### config.mk
export PLATFORM = sky130hd
export DESIGN_NAME = cacheline_adaptor
export DESIGN_NICKNAME = d
export VERILOG_FILES = /design/src/rtl/cacheline_adaptor_pkg.sv /design/src/rtl/cacheline_adaptor.sv
export SDC_FILE = /design/constraint.sdc
export NUM_CORES = 1
export LEC_CHECK = 0
export BUFFER_PORTS_ARGS = -buffer_cell sky130_fd_sc_hd__buf_2
export CAP_MARGIN = 20
export CORE_AREA = 4 4 272 274
export DETAILED_ROUTE_END_ITERATION = 7
export DIE_AREA = 0 0 276 278
export PLACE_DENSITY = 0.47
export SKIP_CTS_REPAIR_TIMING = 1
export SLEW_MARGIN = 10
export SYNTH_ARGS = -nofsm -noshare
export SYNTH_HDL_FRONTEND = slang
export SYNTH_SLANG_ARGS = --single-unit
export TNS_END_PERCENT = 20
### constraint.sdc
create_clock -name clk -period 4.1 [get_ports clk]
set_input_delay 0.205 -clock clk [delete_from_list [all_inputs] [get_ports clk]]
set_output_delay 0.205 -clock clk [all_outputs]
set_load 0.01 [all_outputs]
### src/rtl/cacheline_adaptor_pkg.sv
// rtl/cacheline_adaptor_pkg.sv - shared cache line/burst geometry and adaptor state enum
package cacheline_adaptor_pkg;

  localparam int s_offset  = 5;
  localparam int s_line    = 256;
  localparam int s_burst   = 64;
  localparam int burst_len = s_line / s_burst;
  localparam int cnt_w     = $clog2(burst_len);

  typedef enum logic [1:0] {
    ST_IDLE  = 2'd0,
    ST_READ  = 2'd1,
    ST_WRITE = 2'd2,
    ST_DONE  = 2'd3
  } adaptor_state_e;

  function automatic logic [31:0] align_addr(input logic [31:0] addr);
    return addr & ~((32'd1 << s_offset) - 32'd1);
  endfunction

endpackage

### src/rtl/cacheline_adaptor.sv
// rtl/cacheline_adaptor.sv - converts one cache line request into a 4-beat memory burst
module cacheline_adaptor
  import cacheline_adaptor_pkg::*;
(
  input  logic               clk,
  input  logic               rst,
  input  logic [s_line-1:0]  line_i,
  output logic [s_line-1:0]  line_o,
  input  logic [31:0]        address_i,
  input  logic               read_i,
  input  logic               write_i,
  output logic               resp_o,
  input  logic [s_burst-1:0] burst_i,
  output logic [s_burst-1:0] burst_o,
  output logic [31:0]        address_o,
  output logic               read_o,
  output logic               write_o,
  input  logic               resp_i
);

  adaptor_state_e state_q;
  logic [cnt_w-1:0] cnt_q;
  logic [31:0] addr_q;
  logic read_q, write_q, resp_q;
  // Fill and writeback lines are kept apart so a writeback never disturbs the last fill.
  logic [burst_len-1:0][s_burst-1:0] fill_q;
  logic [burst_len-1:0][s_burst-1:0] wb_q;
  logic last_beat;

  assign last_beat = (cnt_q == cnt_w'(burst_len - 1));

  always_ff @(posedge clk) begin
    if (rst) begin
      state_q <= ST_IDLE;
      cnt_q   <= '0;
      addr_q  <= '0;
      read_q  <= 1'b0;
      write_q <= 1'b0;
      resp_q  <= 1'b0;
      fill_q  <= '0;
      wb_q    <= '0;
    end else begin
      resp_q <= 1'b0;
      case (state_q)
        ST_IDLE: begin
          if (write_i) begin
            addr_q  <= align_addr(address_i);
            wb_q    <= line_i;
            cnt_q   <= '0;
            write_q <= 1'b1;
            state_q <= ST_WRITE;
          end else if (read_i) begin
            addr_q  <= align_addr(address_i);
            cnt_q   <= '0;
            read_q  <= 1'b1;
            state_q <= ST_READ;
          end
        end
        ST_READ: begin
          if (resp_i) begin
            fill_q[cnt_q] <= burst_i;
            cnt_q         <= cnt_q + 1'b1;
            if (last_beat) begin
              read_q  <= 1'b0;
              resp_q  <= 1'b1;
              state_q <= ST_DONE;
            end
          end
        end
        ST_WRITE: begin
          if (resp_i) begin
            cnt_q <= cnt_q + 1'b1;
            if (last_beat) begin
              write_q <= 1'b0;
              resp_q  <= 1'b1;
              state_q <= ST_DONE;
            end
          end
        end
        ST_DONE: state_q <= ST_IDLE;
        default: state_q <= ST_IDLE;
      endcase
    end
  end

  assign line_o    = fill_q;
  assign burst_o   = wb_q[cnt_q];
  assign address_o = addr_q;
  assign read_o    = read_q;
  assign write_o   = write_q;
  assign resp_o    = resp_q;

endmodule

==> flow_summary.ini, run 1 <==
[timing]
hold_slack_ns = 0.01888
setup_tns_ns = 0
setup_viol = 0
hold_viol = 0
slew_violations = 0
fmax_mhz = 351.0
fin_crit_ns = 2.849
fin_crit_sh_pct = 69.49
skew_ns = 0.01585
finalWorstSetupSlack_ns = 1.251
rsz0062_at_grt = no
slew_headroom_pct = 33.93
worst_slew_pin_slew_ns = 0.9910

[setup_path]
critPathKind = reg2out
crit_fanout = 43
cp_cell_sequence = buf_4 > mux4_1 > buf_2
end_kind = output port
cp.arrival_ns = 2.64
max_stage_delay_ns = 0.72
cp_slowest_cell = buf_4
critPathLaunchType = register
worstPathRequired_ns = 3.89

[cts]
cts_htree_levels = 2
cts_tree = done
cts.sinks = 546
cts.path.max_buffers = 3
numCtsBuffers = 60
cts_root_buffer = clkbuf_16
path_clk_slew_ns = 0.06
clock_latency_ns = 0.62

[route]
num_vias = 20510
routedWlPerCell_um = 17.44
via_per_inst = 4.632
route.met3.wl_um = 6128
drtIter0Drc = 1177
top_layer_used = met5
totalWireLength_um = 77210
wl_met2_um = 37680
drt_drc_violations_left = 0
firstDrtPassIters = 7
drtAntennaViolNets = 0
wl_met1_um = 31030

[synthesis]
avgSynthCellArea_um2 = 8.351
yosysWarningCount = 0
synth-seq-cells = 546
synth-edff-count = 0
netlist_area_um2 = 20740
ys_seq_area_share_pct = 52.69
async_flop_share_pct = 0
syn-instance-count = 2484
synth.distinct_cells = 39
ys.flop_type = dfxtp_1

[pwr]
max-vdd-ir-drop_v = 0.0004864
power_mw = 15.56
power.density_nw_per_um2 = 516.3
p_leak_nw = 12.58

[status]
outcome = finished, final reports clean

[cells_and_area]
utilization_pct = 42.24
drive_gt1_share_pct = 25.45
area_growth_pct = 45.31
fin_cells = 4427
design_area_um2 = 30140
n_fill_cell = 7242
nets = 3791

[floorplan]
ios = 712
die-area_um2 = 76730
fp.dieH_um = 278
num_rows = 98
start_util_pct = 29.07
core-area_um2 = 71360
die_x_um = 276

[placed_design]
place_hpwl_um = 52210
gp_congestion = 0.8222
placed_cells = 3962
dpl_cell_area_um2 = 24620
pre_cts_ws_ns = 1.484
port_buffers = 701

[global_routing]
antenna_found_initial = 14
grt_usage_pct = 18.19
grt_start_max_net_pins = 125
grt_overflow_total = 0
grt_pass1_wl_um = 111300
grt_pass1_vias = 18400

[job]
drv_cap = 0

[hold_path]
holdCritPathClass = in2reg
## where the power goes
part           switching, mW  internal (mW)  leakage (nW)
registers              0.311           5.93          4.45
logic                   2.33           1.49          7.15
clock network           2.20           3.28         0.985
## layer usage
metal	vias up	track usage, %
met5	-	0
met4	8	5.935
met1	9615	21.30
met2	715	30.49
li1	10030	-
met3	135	7.390
## layout by cell type (no fill, tap or decap), types with 3 or more instances in the layout
cell / count
ha_1: 11
and3_4: 3
clkbuf_16: 61
conb_1: 5
buf_2: 700
mux4_2: 52
buf_12: 6
clkbuf_1: 14
o31ai_1: 3
buf_4: 15
clkbuf_8: 11
inv_1: 6
a21oi_1: 543
dlygate4sd3_1: 348
bufinv_16: 6
diode_2: 11
nand3_2: 4
dfxtp_1: 544
nand2_1: 1079
mux4_1: 12
clkinv_2: 9
inv_6: 3
## path summary, 6_finish.rpt
check	start	endpoint	slack (ns)	cells after the start
worst max-delay path	cnt_q[0]	burst_o[54]	1.25	3
worst min-delay path	resp_i	resp_o	0.02	3
worst max register to register	state_q[1]	line_o[50]	1.49	6
worst min register to register	wb_q[118]	wb_q[118]	0.45	2
## registers in the layout, summed over array words and instances, names as in the netlist
register and count:
line_o 256, wb_q 256, address_o 27, cnt_q 2
state_q 2, read_o 1, resp_o 1, write_o 1
## cells in the mapped netlist (4+ instances only)
| cell | number | share of area [%] |
|---|---|---|
| mux4_2 | 52 | 5.6 |
| dfxtp_1 | 546 | 53 |
| nand2_1 | 1079 | 20 |
| mux4_1 | 12 | 1.5 |
| a21oi_1 | 543 | 13 |
| buf_6 | 25 | 1.4 |
| and3_1 | 4 | 0.12 |
| nand3_2 | 4 | 0.19 |
| clkbuf_1 | 88 | 1.6 |
| buf_2 | 63 | 1.5 |
| buf_4 | 17 | 0.62 |
| inv_1 | 6 | 0.11 |
| ha_1 | 11 | 0.66 |
## cells by family after synthesis
family,Yosys count,share of synthesized area (%)
other,1,0.01808
adders and majority gates,11,0.6634
muxes,66,7.268
AOI/OAI and AO/OA,555,13.55
buffers and inverters,204,5.519
DFF,546,52.69
and+or+nand+nor,1101,20.29
## worst max-delay path, delay by kind of cell (launching register included)
family	cells	cell delay, ns
buffers and inverters	2	0.89
flip-flops	1	0.39
multiplexers	1	0.67
## layout make-up
type / instances / area (um^2) / area share [%]
sequential: 546 / 10940 / 36.29
multi-input combinational: 1738 / 8717 / 28.92
timing repair buffer: 1071 / 7262 / 24.09
clock buffer: 86 / 1730 / 5.740
tap: 950 / 1189 / 3.943
clock inverter: 19 / 257.7 / 0.8551
antenna: 11 / 27.53 / 0.09132
inverter: 6 / 22.52 / 0.07471
Power figures use the tool's default switching activity.
==> run 2: changes to the inputs <==
--- a/config.mk
+++ b/config.mk
@@ -5,12 +5,13 @@
 export SDC_FILE = /design/constraint.sdc
 export NUM_CORES = 1
 export LEC_CHECK = 0
+export ABC_AREA = 1
 export BUFFER_PORTS_ARGS = -buffer_cell sky130_fd_sc_hd__buf_2
 export CAP_MARGIN = 20
-export CORE_AREA = 4 4 272 274
+export CORE_AREA = 4 4 273 275
 export DETAILED_ROUTE_END_ITERATION = 7
-export DIE_AREA = 0 0 276 278
-export PLACE_DENSITY = 0.47
+export DIE_AREA = 0 0 277 279
+export PLACE_DENSITY = 0.49
 export SKIP_CTS_REPAIR_TIMING = 1
 export SLEW_MARGIN = 10
 export SYNTH_ARGS = -nofsm -noshare
==> constraint.sdc (replaced) <==
create_clock -name clk -period 2.6 [get_ports clk]
set_input_delay 0.13 -clock clk [delete_from_list [all_inputs] [get_ports clk]]
set_output_delay 0.13 -clock clk [all_outputs]
set_load 0.01 [all_outputs]
==> run 2 against run 1 <==
- design area rose by 2.9%
- utilization rose by 0.65 points
- sequential cell count did not move
- setup slack got worse by 1.0 ns
- clock skew rose by 0.0052 ns
- largest power group unchanged
==> flow_summary.ini, run 2 <==
[cts]
numCtsBuffers = 61
clock_latency_ns = 0.60
cts_root_buffer = clkbuf_16
path_clk_slew_ns = 0.06
cts.sinks = 546
cts_tree = done
cts.path.max_buffers = 3
cts_htree_levels = 2

[status]
outcome = finished, final reports clean

[pwr]
p_seq_share_pct = 39.6
p_leak_nw = 13.52
switchingPower_mw = 8.213
intPower_mw = 17.72
p_sw_share_pct = 31.66
p_comb_share_pct = 25.5
power.density_nw_per_um2 = 835.9
max-vdd-ir-drop_v = 0.0005899
clkPwrFrac_pct = 34.9

[placed_design]
gp_congestion = 0.8058
place_hpwl_um = 52640
dpl_cell_area_um2 = 25410
port_buffers = 701
placed_cells = 4277

[global_routing]
grt_usage_pct = 18.07
grt_start_max_net_pins = 97
grt_pass1_vias = 18900
grt_pass1_wl_um = 111700
antenna_found_initial = 6
grt_overflow_total = 0

[route]
num_vias = 21470
firstDrtPassIters = 5
drtIter0Drc = 1181
drt_drc_violations_left = 0
via_per_inst = 4.529
totalWireLength_um = 77090
routedWlPerCell_um = 16.26
drtAntennaViolNets = 0

[hold_path]
holdCritPathClass = in2reg
hold_depth = 4

[cells_and_area]
drive_gt1_share_pct = 22.67
layout_common_cells = buf_2, nor2_1, dfxtp_1
fin_cells = 4741
nets = 4099
utilization_pct = 42.89
final_common_cell = buf_2
design_area_um2 = 31030
area_growth_pct = 47.81

[timing]
setup_viol = 0
hold_viol = 0
slew_violations = 0
fmax_mhz = 420.9
skew_ns = 0.02109
slew_headroom_pct = 56.01
rsz0062_at_grt = no
fin_crit_sh_pct = 91.38
fin_crit_ns = 2.376
setup_tns_ns = 0
worst_slew_pin_slew_ns = 0.6530

[floorplan]
die_x_um = 277
num_rows = 99
core-area_um2 = 72340
die-area_um2 = 77280
ios = 712
start_util_pct = 29.02
fp.dieH_um = 279

[synthesis]
synth-seq-cells = 546
syn-instance-count = 2785
synth.distinct_cells = 20
yosys-top-cells-count = nor2_1, dfxtp_1, o21ai_0, a21oi_1, inv_1
yosysWarningCount = 0
synth_most_common_cell = nor2_1
ys_seq_area_share_pct = 52.07
async_flop_share_pct = 0
synth-edff-count = 0
ys.flop_type = dfxtp_1
synth_top_cell_area_share_pct = 52.07
yosys.area.top_type = dfxtp_1
ys_top_cells_by_area = dfxtp_1, o21ai_0, nor2_1
avgSynthCellArea_um2 = 7.538
netlist_area_um2 = 20990

[setup_path]
end_kind = output port
critPathKind = reg2out
critPathLaunchType = register
rrSetupSlack_ns = 0.45
worstPathRequired_ns = 2.47
r2r_cells = 6
crit_fanout = 72
cp.arrival_ns = 2.25

[job]
drv_cap = 0
==> run 2: changes by cell type after synthesis, moves of 7 or more <==
cell	delta
o22ai_1	+64
mux4_1	-12
inv_1	+260
a21oi_1	-256
nor2_1	+648
clkbuf_2	+7
buf_6	-24
nand2_1	-1032
o21ai_1	+113
o21ai_0	+530
clkbuf_1	+40
nand3_1	+35
mux4_2	-52
==> run 2: layout make-up <==
type	instances	area, um^2
tap	959	1200
fill	7498	41310
sequential	546	10940
antenna	6	15.01
inverter	269	1027
clock inverter	16	316.6
timing repair buffer	1105	7659
multi-input combinational	1748	8100
clock buffer	92	1775
==> run 2: per-layer routing <==
metal	wire, um	vias up	track usage [%]
met4	2091	2	5.382
met3	4630	133	4.515
met2	37410	600	30.86
met1	32940	9743	22.65
li1	-	10990	-
met5	13	-	0
==> run 2: critical path, stage by stage (launching register included) <==
cell and delay (ns):
dfxtp_4 0.38, inv_4 0.08, buf_12 0.29, buf_4 0.34, nor2_1 0.07, o22ai_1 0.23
buf_2 0.18
==> run 2: cells by family (layout without fill, tap and decap cells) <==
logic type / count (synthesis) / after routing / share of synthesized area [%]
AOI/OAI and AO/OA: 996 / 996 / 24.13
and+or+nand+nor: 736 / 736 / 13.41
DFF: 546 / 546 / 52.07
buffers and inverters: 495 / 1482 / 9.721
adders and majority gates: 11 / 11 / 0.6556
other: 1 / 11 / 0.01786
==> run 2: power groups by stage <==
stage | Combinational, mW | Sequential, mW | Clock [mW]
floorplan | 3.73 | 10.5 | 0
global placement | 6.22 | 10.4 | 0
detailed placement | 6.23 | 10.4 | 0
CTS | 6.25 | 10.3 | 9.35
global route | 7.44 | 10.4 | 9.65
finish | 6.60 | 10.3 | 9.06
==> run 2: worst paths after layout <==
| kind | startpoint | endpoint |
|---|---|---|
| max | cnt_q[0] | burst_o[29] |
| min | rst | line_o[65] |
| max reg2reg | state_q[0] | wb_q[118] |
| min reg2reg | line_o[118] | line_o[118] |
==> run 2: per-stage QoR <==
step / power [mW] / setup slack [ns] / hold WS, ns
final: 25.94 / 0.2241 / 0.05099
after global routing: 27.52 / 0.09108 / 0.05715
after CTS: 25.87 / 0.08303 / -0.2936
after detailed placement: 16.68 / 0.4690 / 0.3845
after global placement: 16.63 / 0.4819 / 0.3810
after floorplan: 14.19 / 0.7640 / 0.2710
==> run 3: changes to the inputs <==
--- a/config.mk
+++ b/config.mk
@@ -5,12 +5,11 @@
 export SDC_FILE = /design/constraint.sdc
 export NUM_CORES = 1
 export LEC_CHECK = 0
-export ABC_AREA = 1
 export BUFFER_PORTS_ARGS = -buffer_cell sky130_fd_sc_hd__buf_2
 export CAP_MARGIN = 20
-export CORE_AREA = 4 4 273 275
+export CORE_AREA = 4 4 272 274
 export DETAILED_ROUTE_END_ITERATION = 7
-export DIE_AREA = 0 0 277 279
+export DIE_AREA = 0 0 276 278
 export PLACE_DENSITY = 0.49
 export SKIP_CTS_REPAIR_TIMING = 1
 export SLEW_MARGIN = 10
==> run 3 against run 2 <==
- sequential power fell by 4%
- non-clock buffer count rose by 29
- largest cell class unchanged
- critical path depth rose by 1
- design area fell by 0.41%
- total power fell by 4.0%
- largest power group unchanged
==> flow_summary.ini, run 3 (synthesized netlist as in run 1, its figures left out) <==
[cts]
cts.path.max_buffers = 3
path_clk_slew_ns = 0.06
cts_root_buffer = clkbuf_16
clock_latency_ns = 0.60
cts_htree_levels = 2
cts.sinks = 546
cts_tree = done
numCtsBuffers = 59

[global_routing]
grt_usage_pct = 18.59
grt_overflow_total = 0
grt_start_max_net_pins = 94
antenna_found_initial = 12
grt_pass1_vias = 18320
grt_pass1_wl_um = 113300

[timing]
fin_crit_ns = 2.435
fmax_mhz = 410.7
fin_crit_sh_pct = 93.66
slew_headroom_pct = 59.03
worst_slew_pin_slew_ns = 0.6145
skew_ns = 0.01681
setup_tns_ns = 0
hold_viol = 0
setup_viol = 0
slew_violations = 0

[placed_design]
place_hpwl_um = 54040
placed_cells = 3997
port_buffers = 701
gp_congestion = 0.8093

[pwr]
clkPwrFrac_pct = 34.5
intPower_mw = 17.07
p_comb_share_pct = 25.9
max-vdd-ir-drop_v = 0.0006144
p_leak_nw = 13.01
switchingPower_mw = 7.823
power.density_nw_per_um2 = 805.6
p_seq_share_pct = 39.6
p_sw_share_pct = 31.42

[route]
drtIter0Drc = 1181
num_vias = 20560
drt_drc_violations_left = 0
via_per_inst = 4.577
drtAntennaViolNets = 0
totalWireLength_um = 79060
firstDrtPassIters = 7
routedWlPerCell_um = 17.60

[floorplan]
die-area_um2 = 76730
die_x_um = 276
start_util_pct = 29.07
num_rows = 98
core-area_um2 = 71360
fp.dieH_um = 278
ios = 712

[setup_path]
end_kind = register
crit_fanout = 55
r2r_cells = 7
cp.arrival_ns = 2.98
worstPathRequired_ns = 3.14
cp_slowest_cell = dlygate4sd3_1
critPathLaunchType = register
max_stage_delay_ns = 0.57
critPathKind = reg2reg
r2r-start = state_q[1]
cp_cell_sequence = inv_1 > ha_1 > nand2_8 > buf_4 > nand2_1 > a21oi_1 > dlygate4sd3_1
worstSetupStartpoint = state_q[1]

[cells_and_area]
nets = 3853
area_growth_pct = 48.96
multi_input_area_um2 = 8706
fin_cells = 4492
register_area_um2 = 10940
layout_common_cells = nand2_1, buf_2, dfxtp_1
final_common_cell = nand2_1
drive_gt1_share_pct = 25.98
n_fill_cell = 7254

[job]
drv_cap = 0

[status]
outcome = finished, final reports clean

[hold_path]
hp-start = write_i
hold_depth = 3
holdCritPathClass = in2reg
run 3: cell types whose count changed in the layout (fill, tap and decap cells not counted), moves of 31 or more:
cell | previous run | this run
o21ai_0 | 532 | 2
mux4_2 | 0 | 52
nor2_1 | 650 | 2
nand3_1 | 32 | 1
nand2_1 | 47 | 1079
a21oi_1 | 287 | 543
o22ai_1 | 64 | 0
inv_1 | 265 | 6
o21ai_1 | 113 | 0
run 3: worst max-delay path, delay by kind of cell (launching register included):
kind	cells	cell delay, ns
AOI/OAI and AO/OA	1	0.15
DFF	1	0.40
adders and majority gates	1	0.31
and+or+nand+nor	2	0.45
buffers and inverters	3	0.99
run 3: power groups by stage:
stage	Clock, mW	Combinational [mW]	Sequential, mW
floorplan	0	4.05	10.0
global placement	0	5.97	10.0
detailed placement	0	5.99	10.0
CTS	8.83	6.00	9.86
global route	9.14	7.16	9.97
finish	8.58	6.45	9.86
run 3: worst paths after layout:
path | endpoint | slack [ns]
worst min register to register | line_o[204] | 0.45
worst min-delay path | state_q[0] | 0.03
worst max register to register | wb_q[242] | 0.16
worst max-delay path | wb_q[242] | 0.16
run 3: metal layers:
| metal | up-vias | track usage [%] | part of all wire [%] |
|---|---|---|---|
| li1 | 10170 | - | - |
| met1 | 9596 | 22.71 | 42 |
| met2 | 678 | 31.16 | 49 |
| met3 | 110 | 6.761 | 7.1 |
| met4 | 8 | 4.924 | 2.3 |
| met5 | - | 0 | 0.061 |
run 3: cell type report:
class	count	share of cell area [%]
Antenna cell	8	0.06479
Multi-Input combinational cell	1738	28.17
Clock buffer	91	5.725
Inverter	6	0.07288
Sequential cell	546	35.40
Clock inverter	19	0.6681
Tap cell	950	3.847
Timing Repair Buffer	1134	26.05
run 3: metrics by stage:
| step | hold WS (ns) | power (mW) | worst slack, ns | cell area [um^2] | utilization [%] |
|---|---|---|---|---|---|
| final | 0.02996 | 24.89 | 0.1649 | 30900 | 43.30 |
| after CTS | -0.2953 | 24.69 | 0.1274 | 27110 | 37.98 |
| after global routing | 0.02686 | 26.27 | -0.004794 | 30890 | 43.29 |
| after detailed placement | 0.3753 | 16.03 | 0.5218 | 25130 | 35.22 |
| after floorplan | 0.2660 | 14.05 | 0.8342 | 20760 | - |
| after global placement | 0.3730 | 15.99 | 0.5577 | 25130 | 35.22 |
